[src/rtl/ip_mem_arb_pkg.sv]
// ip_mem_arb_pkg: shared types and helpers for the ip_mem_arb_rr2 memory arbiter.
//   src_e    - 2-bit access source tag carried alongside reads.
//   own_e    - owner state of the arbitration FSM.
//   rd_tag_t - {valid, src} entry of the read-return tag pipe.
//   cnt_w()  - width of a counter that must hold values 0..max_val.
package ip_mem_arb_pkg;

  typedef enum logic [1:0] {
    SRC_NONE = 2'd0,
    SRC_A    = 2'd1,
    SRC_B    = 2'd2,
    SRC_CPU  = 2'd3
  } src_e;

  typedef enum logic [1:0] {
    IDLE  = 2'd0,
    OWN_A = 2'd1,
    OWN_B = 2'd2,
    CPU   = 2'd3
  } own_e;

  typedef struct packed {
    logic vld;
    src_e src;
  } rd_tag_t;

  function automatic int cnt_w(input int max_val);
    return (max_val < 1) ? 1 : $clog2(max_val + 1);
  endfunction

endpackage

[src/rtl/ip_mem_rd_tag_pipe.sv]
// ip_mem_rd_tag_pipe: RD_LAT-deep shift register of {valid, src} tags that
// tracks reads in flight through the memory so each return can be steered
// back to its issuer.
//   clockCore    - clock, rising edge
//   resetCore    - asynchronous active-low reset; drops all in-flight tags
//   push         - tag for the access issued this cycle (vld=0 if no read)
//   pop          - tag whose read data is on the memory rdData bus this cycle
//   cpu_inflight - some stage holds a valid CPU read
module ip_mem_rd_tag_pipe
  import ip_mem_arb_pkg::*;
#(
  parameter int RD_LAT = 2
) (
  input  logic    clockCore,
  input  logic    resetCore,
  input  rd_tag_t push,
  output rd_tag_t pop,
  output logic    cpu_inflight
);

  rd_tag_t [RD_LAT-1:0] stage;
  logic    [RD_LAT-1:0] is_cpu;

  if (RD_LAT == 1) begin : g_one
    always_ff @(posedge clockCore or negedge resetCore) begin
      if (!resetCore) stage <= '0;
      else            stage <= push;
    end
  end else begin : g_many
    always_ff @(posedge clockCore or negedge resetCore) begin
      if (!resetCore) stage <= '0;
      else            stage <= {stage[RD_LAT-2:0], push};
    end
  end

  for (genvar i = 0; i < RD_LAT; i++) begin : g_cpu
    assign is_cpu[i] = stage[i].vld && (stage[i].src == SRC_CPU);
  end

  assign pop          = stage[RD_LAT-1];
  assign cpu_inflight = |is_cpu;

endmodule

[src/rtl/ip_mem_arb_rr2.sv]
// ip_mem_arb_rr2: shares one single-port flop-in/flop-out memory between two
// DMA ports (A, B) and a low-priority CPU port.
//   A/B    : round-robin with a bounded burst hold (MAX_BURST grants while the
//            other port waits). xGnt is combinational; a transfer happens in
//            any cycle with xReq & xGnt. Read data returns on xRdVld RD_LAT
//            cycles after the grant.
//   CPU    : a registered rising edge of cpuMemReq captures rd/addr/data and
//            makes one access pending. It is served in a slot with no DMA
//            request, or forced in once it has waited STARVE_LIM cycles.
//            cpuMemAck pulses one cycle after a write slot, RD_LAT+1 cycles
//            after a read slot, with cpuMemRdData registered (and held).
//   Memory : enable/wr/addr/wrData muxed from the granted source; rdData in.
module ip_mem_arb_rr2
  import ip_mem_arb_pkg::*;
#(
  parameter int ADDR_WIDTH = 8,
  parameter int DATA_WIDTH = 16,
  parameter int RD_LAT     = 2,
  parameter int MAX_BURST  = 4,
  parameter int STARVE_LIM = 16
) (
  input  logic                  clockCore,
  input  logic                  resetCore,
  input  logic                  aReq,
  input  logic                  aRd,
  input  logic [ADDR_WIDTH-1:0] aAddr,
  input  logic [DATA_WIDTH-1:0] aWrData,
  output logic                  aGnt,
  output logic                  aRdVld,
  output logic [DATA_WIDTH-1:0] aRdData,
  input  logic                  bReq,
  input  logic                  bRd,
  input  logic [ADDR_WIDTH-1:0] bAddr,
  input  logic [DATA_WIDTH-1:0] bWrData,
  output logic                  bGnt,
  output logic                  bRdVld,
  output logic [DATA_WIDTH-1:0] bRdData,
  input  logic                  cpuMemReq,
  input  logic                  cpuMemRd,
  input  logic [ADDR_WIDTH-1:0] cpuMemAddr,
  input  logic [DATA_WIDTH-1:0] cpuMemWrData,
  output logic                  cpuMemAck,
  output logic [DATA_WIDTH-1:0] cpuMemRdData,
  output logic                  enable,
  output logic                  wr,
  output logic [ADDR_WIDTH-1:0] addr,
  output logic [DATA_WIDTH-1:0] wrData,
  input  logic [DATA_WIDTH-1:0] rdData
);

  localparam int BW = cnt_w(MAX_BURST);
  localparam int SW = cnt_w(STARVE_LIM);
  localparam logic [BW-1:0] MAX_B = BW'(MAX_BURST);
  localparam logic [SW-1:0] SLIM  = SW'(STARVE_LIM);

  // ---------------------------------------------------------------- state
  own_e            state, state_nxt;
  logic            rr_last_b, rr_nxt;     // last DMA grant went to B
  logic [BW-1:0]   burst_cnt, burst_nxt;
  logic            own_hold;              // a DMA owner existed before the CPU slot
  logic [SW-1:0]   starve_cnt;

  logic            cpu_req_q, cpu_pend, cpu_rd_q;
  logic [ADDR_WIDTH-1:0] cpu_addr_q;
  logic [DATA_WIDTH-1:0] cpu_wdata_q;

  logic            a_gnt, b_gnt, cpu_gnt;
  logic            owner_vld, owner_b, pick_b;
  logic            cpu_edge, cpu_busy, cpu_ret, cpu_in_pipe;

  rd_tag_t         tag_push, tag_pop;

  // -------------------------------------------------- owner FSM, next state
  // The DMA owner is the port of the last DMA grant. In CPU state it is
  // remembered through rr_last_b so a forced CPU slot does not break a burst;
  // own_hold keeps an idle-slot CPU access from inventing an owner.
  always_comb begin
    a_gnt     = 1'b0;
    b_gnt     = 1'b0;
    cpu_gnt   = 1'b0;
    pick_b    = 1'b0;
    state_nxt = IDLE;
    rr_nxt    = rr_last_b;
    burst_nxt = burst_cnt;
    owner_vld = 1'b0;
    owner_b   = rr_last_b;

    unique case (state)
      OWN_A:   begin owner_vld = 1'b1; owner_b = 1'b0; end
      OWN_B:   begin owner_vld = 1'b1; owner_b = 1'b1; end
      CPU:     owner_vld = own_hold;
      default: ;
    endcase

    if (cpu_pend && ((starve_cnt == SLIM) || !(aReq || bReq))) begin
      cpu_gnt   = 1'b1;
      state_nxt = CPU;
    end else if (aReq || bReq) begin
      if (aReq && bReq) begin
        if (owner_vld && (burst_cnt < MAX_B)) pick_b = owner_b;
        else                                  pick_b = ~rr_last_b;
      end else begin
        pick_b = bReq;
      end
      a_gnt     = ~pick_b;
      b_gnt     = pick_b;
      state_nxt = pick_b ? OWN_B : OWN_A;
      rr_nxt    = pick_b;
      // Burst length only counts grants made while the other port waits.
      if (!(aReq && bReq))                    burst_nxt = '0;
      else if (owner_vld && pick_b == owner_b) burst_nxt = burst_cnt + 1'b1;
      else                                    burst_nxt = BW'(1);
    end
  end

  always_ff @(posedge clockCore or negedge resetCore) begin
    if (!resetCore) begin
      state     <= IDLE;
      rr_last_b <= 1'b1;
      burst_cnt <= '0;
      own_hold  <= 1'b0;
    end else begin
      state     <= state_nxt;
      rr_last_b <= rr_nxt;
      burst_cnt <= burst_nxt;
      if (state_nxt != CPU) own_hold <= (state_nxt == OWN_A) || (state_nxt == OWN_B);
    end
  end

  // ------------------------------------------------------------ CPU port
  // One CPU access at a time: edges are ignored from capture until the ack
  // pulse has been delivered.
  assign cpu_busy = cpu_pend | cpu_in_pipe | cpuMemAck;
  assign cpu_edge = cpuMemReq & ~cpu_req_q & ~cpu_busy;

  always_ff @(posedge clockCore or negedge resetCore) begin
    if (!resetCore) begin
      cpu_req_q   <= 1'b0;
      cpu_pend    <= 1'b0;
      cpu_rd_q    <= 1'b0;
      cpu_addr_q  <= '0;
      cpu_wdata_q <= '0;
      starve_cnt  <= '0;
    end else begin
      cpu_req_q <= cpuMemReq;
      if (cpu_edge) begin
        cpu_pend    <= 1'b1;
        cpu_rd_q    <= cpuMemRd;
        cpu_addr_q  <= cpuMemAddr;
        cpu_wdata_q <= cpuMemWrData;
      end else if (cpu_gnt) begin
        cpu_pend <= 1'b0;
      end
      if (cpu_gnt || !cpu_pend)  starve_cnt <= '0;
      else if (starve_cnt != SLIM) starve_cnt <= starve_cnt + 1'b1;
    end
  end

  // ------------------------------------------------------ memory datapath
  assign aGnt   = a_gnt;
  assign bGnt   = b_gnt;
  assign enable = a_gnt | b_gnt | cpu_gnt;

  always_comb begin
    wr       = 1'b0;
    addr     = '0;
    wrData   = '0;
    tag_push = '{vld: 1'b0, src: SRC_NONE};
    if (a_gnt) begin
      wr = ~aRd;  addr = aAddr;  wrData = aWrData;  tag_push.src = SRC_A;
    end else if (b_gnt) begin
      wr = ~bRd;  addr = bAddr;  wrData = bWrData;  tag_push.src = SRC_B;
    end else if (cpu_gnt) begin
      wr = ~cpu_rd_q;  addr = cpu_addr_q;  wrData = cpu_wdata_q;  tag_push.src = SRC_CPU;
    end
    tag_push.vld = (a_gnt & aRd) | (b_gnt & bRd) | (cpu_gnt & cpu_rd_q);
  end

  // --------------------------------------------------------- read return
  ip_mem_rd_tag_pipe #(.RD_LAT(RD_LAT)) u_tag_pipe (
    .clockCore    (clockCore),
    .resetCore    (resetCore),
    .push         (tag_push),
    .pop          (tag_pop),
    .cpu_inflight (cpu_in_pipe)
  );

  assign aRdVld  = tag_pop.vld && (tag_pop.src == SRC_A);
  assign bRdVld  = tag_pop.vld && (tag_pop.src == SRC_B);
  assign aRdData = rdData;
  assign bRdData = rdData;
  assign cpu_ret = tag_pop.vld && (tag_pop.src == SRC_CPU);

  always_ff @(posedge clockCore or negedge resetCore) begin
    if (!resetCore) begin
      cpuMemAck    <= 1'b0;
      cpuMemRdData <= '0;
    end else begin
      cpuMemAck <= cpu_ret | (cpu_gnt & ~cpu_rd_q);
      if (cpu_ret) cpuMemRdData <= rdData;
    end
  end

endmodule
[config.mk]
export PLATFORM = sky130hd
export DESIGN_NAME = ip_mem_arb_rr2
export DESIGN_NICKNAME = d
export VERILOG_FILES = /design/src/rtl/ip_mem_arb_pkg.sv /design/src/rtl/ip_mem_rd_tag_pipe.sv /design/src/rtl/ip_mem_arb_rr2.sv
export SDC_FILE = /design/constraint.sdc
export NUM_CORES = 1
export LEC_CHECK = 0
export ABC_AREA = 1
export CAP_MARGIN = 20
export CELL_PAD_IN_SITES_DETAIL_PLACEMENT = 0
export CELL_PAD_IN_SITES_GLOBAL_PLACEMENT = 1
export CORE_MARGIN = 1
export CORE_UTILIZATION = 31
export CTS_CLUSTER_SIZE = 12
export DETAILED_ROUTE_END_ITERATION = 10
export GPL_ROUTABILITY_DRIVEN = 0
export PLACE_DENSITY_LB_ADDON = 0.1
export SLEW_MARGIN = 0
export SYNTH_ARGS = -nofsm -noshare
export SYNTH_HDL_FRONTEND = slang
export SYNTH_HIERARCHICAL = 1
export SYNTH_SLANG_ARGS = --single-unit
[constraint.sdc]
create_clock -name clockCore -period 3.2 [get_ports clockCore]
set_clock_uncertainty 0.1 [all_clocks]
set_input_delay 0.64 -clock clockCore [delete_from_list [all_inputs] [get_ports clockCore]]
set_output_delay 0.64 -clock clockCore [all_outputs]
set_load 0.05 [all_outputs]
==> results of run 1 <==
through the flow:
step            util  std cells  TNS, ns
3_3_place_gp   0.504        613        0
5_1_grt        0.542        636  -0.0846
4_1_cts        0.525        629        0
2_1_floorplan      -        341        0
6_report       0.542        636        0
3_5_place_dp   0.504        613        0
repair_timing:
action / CTS / global route
gates resized for setup: 0 / 16
setup endpoints to repair: 0 / 25
buffers inserted: 0 / 4
area by class of cell:
| class | count | share of cell area |
|---|---|---|
| clock buffers | 10 | 0.0246 |
| well taps | 136 | 0.0304 |
| clock inverters | 6 | 0.0152 |
| inverters | 17 | 0.0123 |
| repair buffers | 188 | 0.388 |
| flip-flops and latches | 62 | 0.278 |
| multi-input cells | 217 | 0.252 |
worst min path at each step:
stage	slack, ns	to	start	cells after the start
after global routing	0.16	cpuMemRdData[5]	resetCore	1
after CTS	0.14	cpuMemRdData[1]	resetCore	1
after detailed placement	0.27	u_tag_pipe/pop[1]	u_tag_pipe/stage[1]	0
after global placement	0.26	u_tag_pipe/pop[1]	u_tag_pipe/stage[1]	0
final	0.14	cpuMemRdData[1]	resetCore	1
after floorplan	0.24	burst_cnt[0]	resetCore	0
report_power, final:
group          switching (uW)  leakage, uW  internal (uW)
registers                 161     0.000746           1110
logic                    1450      0.00167           1140
clock network             304     0.000108            457
registers in the layout, indices dropped and copies added, names as in the netlist, 2 cells and up:
register,cells
cpu_wdata_q,16
u_tag_pipe/stage,3
cpu_addr_q,8
cpuMemRdData,16
state,2
u_tag_pipe/pop,3
starve_cnt,5
burst_cnt,3
cell usage in the layout, fill, tap and decap left out, types with 2 or more instances in the layout:
master,instances
nand2_1,102
clkinvlp_4,2
clkbuf_16,2
nand3_1,15
nand2_2,2
o21ai_0,2
clkbuf_8,10
inv_2,4
clkinv_2,2
buf_4,10
mux2_2,41
ha_1,7
xor2_1,3
bufinv_16,2
a21oi_1,2
nand2_4,2
clkdlybuf4s50_1,144
nand4_1,2
dfrtp_1,61
nor2_1,10
nor3_1,3
buf_12,28
inv_1,12
nand3_2,20
critical path, cell delays in order:
cell             delay, ns
clkdlybuf4s50_1       0.44
nor2_2                0.13
inv_2                 0.08
a21oi_4               0.20
buf_8                 0.18
nor2_4                0.05
buf_12                0.13
clkbuf_16             0.16
nand2_1               0.05
nand3_1               0.12
buf_12                0.18
routing by layer:
metal / share of wire / wire [um] / vias up / track usage
met3: 0.072 / 632 / 9 / 0.0396
met2: 0.50 / 4360 / 124 / 0.260
met1: 0.42 / 3700 / 1309 / 0.190
li1: - / - / 1390 / -
met5: 0 / 0 / - / 0
met4: 0.013 / 113 / 0 / 0.0604
logic make-up (layout without fill, tap and decap cells):
group           Yosys count  after routing  share of synthesized area
buf+inv                  62            221                      0.122
fa+ha+maj                 7              7                     0.0265
simple gates            158            158                      0.217
flops                    62             62                      0.469
compound gates            8              8                     0.0178
mux                      41             41                      0.140
xor+xnor                  3              3                    0.00794
==> summary.md, run 1 <==
| Metric | Value |
|---|---|
| Post-synth EDFFs | 0 |
| Final worst slack | roughly 0.11 ns |
| Share of the synthesized area in the top cell type | 0.461 |
| Post-Syn Nets | ~440 |
| Least-Margin Pin Slew | 0.825 ns |
| Hpwl dp | 6520 um |
| Share of cells above drive strength 1 | 0.266 |
| Clock sink count | just over 60 |
| CTS Hold Bufs | 0 |
| Kind of critical path | in2out |
| CP Max Fanout | 13 |
| Input/output buffers | roughly 170 |
| First-pass GRT wire length | roughly 13000 um |
| RR Endpoint | own_hold |
| Async SR Flop Fraction | 1.00 |
| Root Driver | clkbuf_8 |
| Sequential area share after synthesis | 0.469 |
| Static power due to leakage | approximately 0.0025 uW |
| Drt pass-1 iters | 4 |
| Reg2reg setup slack | ~1 ns |
| FF+latch area | around 1600 um2 |
| Worst Path Arrival | 2.35 ns |
| Number of global-route vias before repair | 2680 |
| Footprint of the multi-input gates | between 1000 and 1500 um2 |
| # rows | 37 |
| Starting Density | 0.321 |
| Hold_ws | 0.140 ns |
| Post-Synthesis Cells | around 340 |
| Setup Viol. Count Final | 0 |
| Final Critical Period | 3.09 ns |
| Final Hold Viols | 0 |
| Clk pin slew, worst setup/hold paths | 0.07 ns |
| Area delta synth->final | 69.1% |
| Largest buffer count on any clock path | 2 |
| Fin crit share | 0.967 |
| PnR Total Power | ~4600 uW |
| Yosys cell types | 26 |
| Main synth FF type | dfrtp_1 |
| Worst EP required | 2.46 ns |
| Antenna viol nets, final | 0 |
| WL/cell | 13.8 um |
| Die height | about 110 um |
| Status | complete, no violations |
| H-tree depth | 3 |
| Max-slew violations | 0 |
| Filler Cell Count | ~940 |
| Worst Hold Class | in2async |
| Post-Synthesis Cell Area | 3310 um2 |
| R2R depth | 12 |
| Nets | around 600 |
| Normalized max-slew margin | 0.449 |
| R2R Path Start | state[1] |
| Startpoint types | input pin |
| DRC Markers | 0 |
| Pwr dens | 827 nW/um2 |
| DR vias/cell | 4.45 |
| Largest net degree at the start of global routing | 27 |
| Crit end category | primary output |
| Total Routing Usage GR | 0.155 |
| Fmax | 323 MHz |
| Initial antenna violation count | 0 |
| Flops & latches, synth | 62 |
| Area of the die | 11100 um2 |
| Synth top cells by count | nand2_1 (103), dfrtp_1 (61), mux2_2 (41) |
| Core area | 10300 um2 |
| WL final | slightly below 9000 um |
| Critical Path End | wrData[4] |
| Io pins | around 180 |
| Crit path launch | bReq |
| Vias | 2832 |
| Fin area | 5600 um2 |
| Max Cap Viol | 0 |
| Placed instance area | 5200 um2 |
| Yosys top cell by area | dfrtp_1 |
| Top-count cell post-synth | nand2_1 |
| DIE WIDTH | about 110 um |
| Max IR drop VDD | about 0.42 mV |
| Largest cells by area after synthesis | dfrtp_1 (46%), mux2_2 (14%), nand2_1 (12%) |
| Post-place setup slack | 0.0518 ns |
| # diodes | 0 |
| Num CTS Buffers | 9 |
| Initial DRC Count | 106 |
| Gr ovfl total | 0 |
| CTS tree | yes |
| Syn. warnings | 6 |
| Skew-Pair Late Insertion Delay | 0.33 ns |
| Mean Syn Cell Area | just under 10 um2 |
(Power assumes the default switching activity.)
==> inputs of run 2 (changes only) <==
--- a/config.mk
+++ b/config.mk
@@ -15,6 +15,7 @@
 export DETAILED_ROUTE_END_ITERATION = 10
 export GPL_ROUTABILITY_DRIVEN = 0
 export PLACE_DENSITY_LB_ADDON = 0.1
+export RECOVER_POWER = 25
 export SLEW_MARGIN = 0
 export SYNTH_ARGS = -nofsm -noshare
 export SYNTH_HDL_FRONTEND = slang
==> run 2 against run 1 <==
Via count is 0.11% lower. Maximum frequency about the same. Clock power is essentially flat. Power is essentially flat. Critical path type unchanged. Highest routed layer unchanged. Critical endpoint unchanged. Sequential share of layout area about the same. Critical path depth stayed put.
==> summary.md, run 2 (same netlist as run 1, synthesis figures left out) <==
| Metric | Value |
|---|---|
| Largest registers | cpuMemRdData x16, cpu_wdata_q x16, cpu_addr_q x8 |
| Area delta synth->final | 68.8% |
| Final worst slack | 0.105 ns |
| Final Critical Period | 3.09 ns |
| Largest net degree at the start of global routing | 27 |
| Die height | 105 um |
| Final Hold Viols | 0 |
| First-pass GRT wire length | around 13000 um |
| Vias | between 2000 and 3000 |
| Fin crit share | 0.967 |
| Share of cells above drive strength 1 | 0.260 |
| WL final | 8800 um |
| CP top delay family | buffers and inverters |
| Fmax | 323 MHz |
| # diodes | 0 |
| Crit-path cells | clkdlybuf4s50_1 -> nor2_2 -> inv_2 -> a21oi_4 -> buf_8 -> nor2_4 -> buf_12 -> clkbuf_16 -> nand2_1 -> nand3_1 -> buf_12 |
| Startpoint types | input pin |
| Pwr dens | 828 nW/um2 |
| Worst Path Arrival | 2.35 ns |
| Core area | slightly above 10000 um2 |
| Switching power total | between 1500 and 2000 uW |
| Setup Viol. Count Final | 0 |
| Initial DRC Count | 115 |
| Worst EP required | 2.46 ns |
| CTS tree | yes |
| WL/cell | between 10 and 15 um |
| Post-place setup slack | 0.0518 ns |
| Max incr delay on CP | 0.44 ns |
| Gr ovfl total | 0 |
| Input/output buffers | between 150 and 200 |
| Largest buffer count on any clock path | 2 |
| Io pins | 175 |
| Crit end category | primary output |
| Nets | 598 |
| Skew-Pair Late Insertion Delay | 0.33 ns |
| Core Util, Final | 0.541 |
| Placed Instances | 613 |
| Clock sink count | 62 |
| Hpwl dp | 6520 um |
| FF+latch area | 1550 um2 |
| Most Frequent Cell on Critical Path | buf_12 |
| CTS Hold Bufs | 0 |
| Least-Margin Pin Slew | approximately 1.2 ns |
| Sequential group share of total power | 0.275 |
| Max IR drop VDD | 0.416 mV |
| Crit path max-delay cell type | clkdlybuf4s50_1 |
| Status | complete, no violations |
| H-tree depth | 3 |
| PnR Total Power | 4630 uW |
| Clk pwr share | 0.164 |
| Max-slew violations | 0 |
| CP Max Fanout | 13 |
| Antenna viol nets, final | 0 |
| Worst Hold Class | reg2reg |
| Total Routing Usage GR | 0.155 |
| Drt pass-1 iters | 4 |
| WP buf/inv | 6 |
| # rows | 37 |
| Clk pin slew, worst setup/hold paths | ~0.070 ns |
| Initial antenna violation count | 0 |
| Commonest non-fill, non-tap cell in the layout | clkdlybuf4s50_1 |
| Logic pwr share | 0.560 |
| Number of global-route vias before repair | 2680 |
| Filler Cell Count | 935 |
| P_int | ~2700 uW |
| Normalized max-slew margin | 0.168 |
| Root Driver | clkbuf_8 |
| DIE WIDTH | 105 um |
| DRC Markers | 0 |
| Starting Density | 0.321 |
| Commonest cells after routing, fill and taps aside | clkdlybuf4s50_1 (143), nand2_1 (102), dfrtp_1 (61) |
| Static power due to leakage | roughly 0.0025 uW |
| Area of the die | 11100 um2 |
| Num CTS Buffers | 9 |
| Kind of critical path | in2out |
| Switching Share | 0.414 |
| Footprint of the multi-input gates | roughly 1400 um2 |
| DR vias/cell | 4.45 |
| Final Non-Filler Cells | 636 |
| Max Cap Viol | 0 |
[run 2: cell count changes in the layout (fill, tap and decap cells not counted), sizes merged]
cell	before	now
clkbuf	12	15
clkdlybuf4s50	144	143
buf	41	38
dlygate4sd3	0	1
[run 2: worst reg2reg max path, delay by kind of cell, from the launching register on]
kind,cells,cell delay (ns)
buf+inv,2,0.13
simple gates,7,0.65
fa+ha+maj,2,0.59
flops,1,0.38
mux,1,0.26
[run 2: final timing paths]
check,slack [ns],startpoint,end,cells past startpoint
min in group asynchronous,0.37,resetCore,cpuMemRdData[1],1
worst max-delay path,0.11,bReq,wrData[4],11
worst min-delay path,0.28,u_tag_pipe/stage[1],u_tag_pipe/pop[1],0
max in group asynchronous,0.95,resetCore,cpuMemRdData[9],2
worst min register to register,0.28,u_tag_pipe/stage[1],u_tag_pipe/pop[1],0
worst max register to register,0.98,state[1],own_hold,12
[run 2: repair_timing]
| action | in CTS | in global routing |
|---|---|---|
| resized for setup | 0 | 16 |
| setup endpoints to repair | 0 | 25 |
| setup buffers | 0 | 4 |
[run 2: metal layers]
metal,global-route usage,vias up,part of all wire
met4,0.0604,0,0.013
met3,0.0396,9,0.072
li1,-,1390,-
met2,0.260,124,0.50
met1,0.190,1306,0.42
met5,0,-,0
[run 2: power groups by stage]
stage	Combinational, uW	Clock [uW]	Sequential, uW
2_1_floorplan	1180	0	1630
3_3_place_gp	2480	0	1270
3_5_place_dp	2500	0	1280
4_1_cts	2510	786	1270
5_1_grt	2740	826	1310
6_report	2590	761	1270
[run 2: final cells by class]
type                       instances  share of cell area
clock buffer                      10              0.0246
clock inverter                     6              0.0152
inverter                          17              0.0123
multi-input combinational        217               0.252
sequential                        62               0.278
tap                              136              0.0305
timing repair buffer             188               0.387
[run 2: stage by stage]
stage,hold WS (ns),setup TNS [ns],area (um2)
global placement,0.260,0,5200
floorplan,0.244,0,3310
CTS,0.140,0,5420
detailed placement,0.265,0,5200
global route,0.296,-0.0846,5590
finish,0.285,0,5590
==> inputs of run 3 (changes only) <==
==> constraint.sdc (replaced) <==
create_clock -name clockCore -period 3.2 [get_ports clockCore]
set_clock_uncertainty 0.1 [all_clocks]
set_input_delay 0.64 -clock clockCore [delete_from_list [all_inputs] [get_ports clockCore]]
set_output_delay 0.64 -clock clockCore [all_outputs]
set_load 0.005 [all_outputs]
==> run 3 against run 2 <==
The flow now finishes with violations (capacitance limit, slew limit). Sequential power about the same. Cell area fell by 6.1%. Hold slack got worse by 0.17 ns. Flip-flop and latch count unchanged. Cell count increased by 0.79%. Die area is the same. Utilization down 3.3 points. Sequential share of layout area up 1.8 points. Power shrank 27%. First-iteration DRC count shrank 52%. Setup slack lost 0.0056 ns. Clock power fell by 9.2%. Critical endpoint is now aGnt. Largest cell class unchanged. Highest routed layer unchanged.
==> summary.md, run 3 (same netlist as run 1, synthesis figures left out) <==
| Metric | Value |
|---|---|
| Status | finished, violations left |
| Violated checks | capacitance limit, slew limit |
| Area of the die | about 11000 um2 |
| Skew-Pair Late Insertion Delay | 0.33 ns |
| CP Max Fanout | 9 |
| Initial antenna violation count | 0 |
| Startpoint types | input pin |
| Fmax | 323 MHz |
| Gr ovfl total | 0 |
| Max Cap Viol | 1 |
| Logic pwr share | 0.415 |
| H-tree depth | 3 |
| Placed instance area | approximately 5100 um2 |
| Static power due to leakage | 0.00241 uW |
| Drt pass-1 iters | 4 |
| Crit end category | primary output |
| Final Critical Period | 3.10 ns |
| Clk pin slew, worst setup/hold paths | 0.08 ns |
| Kind of critical path | in2out |
| Hold_ws | around 0.12 ns |
| Vias | 2820 |
| RSZ-0062 raised after global routing | false |
| Starting Density | 0.321 |
| CTS tree | yes |
| Io pins | 175 |
| Largest buffer count on any clock path | 2 |
| Input/output buffers | 174 |
| Most Frequent Cell on Critical Path | inv_2 |
| Largest registers | cpuMemRdData x16, cpu_wdata_q x16, cpu_addr_q x8 |
| Max-slew violations | 35 |
| Setup Viol. Count Final | 0 |
| Max IR drop VDD | 0.246 mV |
| Share of cells above drive strength 1 | 0.196 |
| Area delta synth->final | 58.6% |
| Total Routing Usage GR | 0.153 |
| P_int | between 2000 and 2500 uW |
| Largest net degree at the start of global routing | 35 |
| # rows | 37 |
| Pwr dens | 639 nW/um2 |
| Least-Margin Pin Slew | 1.84 ns |
| DRC Markers | 0 |
| FF+latch area | 1550 um2 |
| Filler Cell Count | 1029 |
| Clock sink count | 62 |
| Antenna viol nets, final | 0 |
| Num CTS Buffers | 9 |
| WL/cell | ~13 um |
| Fin area | approximately 5200 um2 |
| Nets | between 600 and 700 |
| Crit path max-delay cell type | clkdlybuf4s50_1 |
| Core area | approximately 10000 um2 |
| CTS Hold Bufs | 0 |
| Final Hold Viols | 0 |
| Sequential group share of total power | 0.379 |
| Footprint of the multi-input gates | 1370 um2 |
| Worst EP required | 2.46 ns |
| DR vias/cell | approximately 4.4 |
| Die height | between 100 and 150 um |
| Worst Hold Class | in2async |
| DIE WIDTH | ~110 um |
| Fin crit share | 0.969 |
| Switching power total | 1020 uW |
| Number of global-route vias before repair | 2734 |
| # diodes | 0 |
| Commonest cells after routing, fill and taps aside | clkdlybuf4s50_1 (146), nand2_1 (102), dfrtp_1 (61) |
| Commonest non-fill, non-tap cell in the layout | clkdlybuf4s50_1 |
| Hpwl dp | 6550 um |
| Max incr delay on CP | around 0.44 ns |
| First-pass GRT wire length | 13100 um |
| WL final | 8330 um |
| Normalized max-slew margin | -0.224 |
| Root Driver | clkbuf_8 |
| Initial DRC Count | 55 |
| Clk pwr share | 0.206 |
| Worst Path Arrival | around 2.4 ns |
| Switching Share | 0.304 |
| Crit-path cells | clkdlybuf4s50_1 -> nor2_2 -> inv_2 -> a21oi_4 -> inv_2 -> nand2_2 -> inv_2 -> nand2_4 -> inv_6 -> buf_12 -> clkdlybuf4s50_1 |
[run 3: changes by cell type in the layout (fill, tap and decap cells not counted), moves of 2 or more]
cell / delta
buf_4: +4
nand3_2: -9
buf_12: -25
clkbuf_16: -2
nand3_1: +9
clkdlybuf4s50_1: +3
dlygate4sd2_1: +25
[run 3: timing repair]
action / in CTS / in global routing
endpoints found under the hold margin: 0 / 0
endpoints found under the setup margin: 26 / 2
setup buffers: 1 / 0
gates resized for setup: 31 / 2
pin swaps: 3 / 0
[run 3: power groups by stage]
stage	sequential [uW]	clock (uW)	combinational, uW
final	1270	691	1390
after global routing	1320	746	1530
after CTS	1270	720	1420
after detailed placement	1280	0	1470
after global placement	1270	0	1450
after floorplan	1260	0	732
[run 3: worst paths after layout]
check / startpoint / slack, ns / end / cells past startpoint
worst max-delay path: aReq / 0.1 / aGnt / 11
worst min-delay path: resetCore / 0.12 / cpuMemRdData[4] / 1
worst max register to register: state[0] / 1.04 / own_hold / 12
worst min register to register: u_tag_pipe/stage[2] / 0.28 / u_tag_pipe/pop[2] / 0
max in group asynchronous: resetCore / 0.81 / cpu_wdata_q[10] / 2
min in group clockCore: u_tag_pipe/stage[2] / 0.28 / u_tag_pipe/pop[2] / 0
[run 3: through the flow]
stage	power [uW]	utilization	setup TNS [ns]	worst slack [ns]	instances
6_report	3350	0.508	0	0.0995	641
5_1_grt	3600	0.508	0	0.00513	641
4_1_cts	3420	0.509	0	0.0712	641
3_5_place_dp	2760	0.489	-1.21	-0.0802	624
3_3_place_gp	2720	0.489	-0.735	-0.0563	624
2_1_floorplan	1990	-	0	0.771	341
[run 3: metal layers]
layer | up-vias | track usage | part of all wire
met1 | 1294 | 0.174 | 0.41
met4 | 0 | 0.0684 | 0.016
met2 | 126 | 0.267 | 0.49
met3 | 11 | 0.0414 | 0.077
li1 | 1389 | - | -
met5 | - | 0 | 0
[run 3: area by class of cell]
| type | count | area share |
|---|---|---|
| clock buffers | 10 | 0.0262 |
| flip-flops and latches | 62 | 0.296 |
| inverters | 17 | 0.0131 |
| well taps | 136 | 0.0324 |
| multi-input cells | 217 | 0.261 |
| repair buffers | 193 | 0.360 |
| clock inverters | 6 | 0.0117 |
[run 3: critical path: cells and delay by family]
kind,cells,cell delay (ns)
buf+inv,7,1.24
simple gates,3,0.30
compound gates,1,0.17
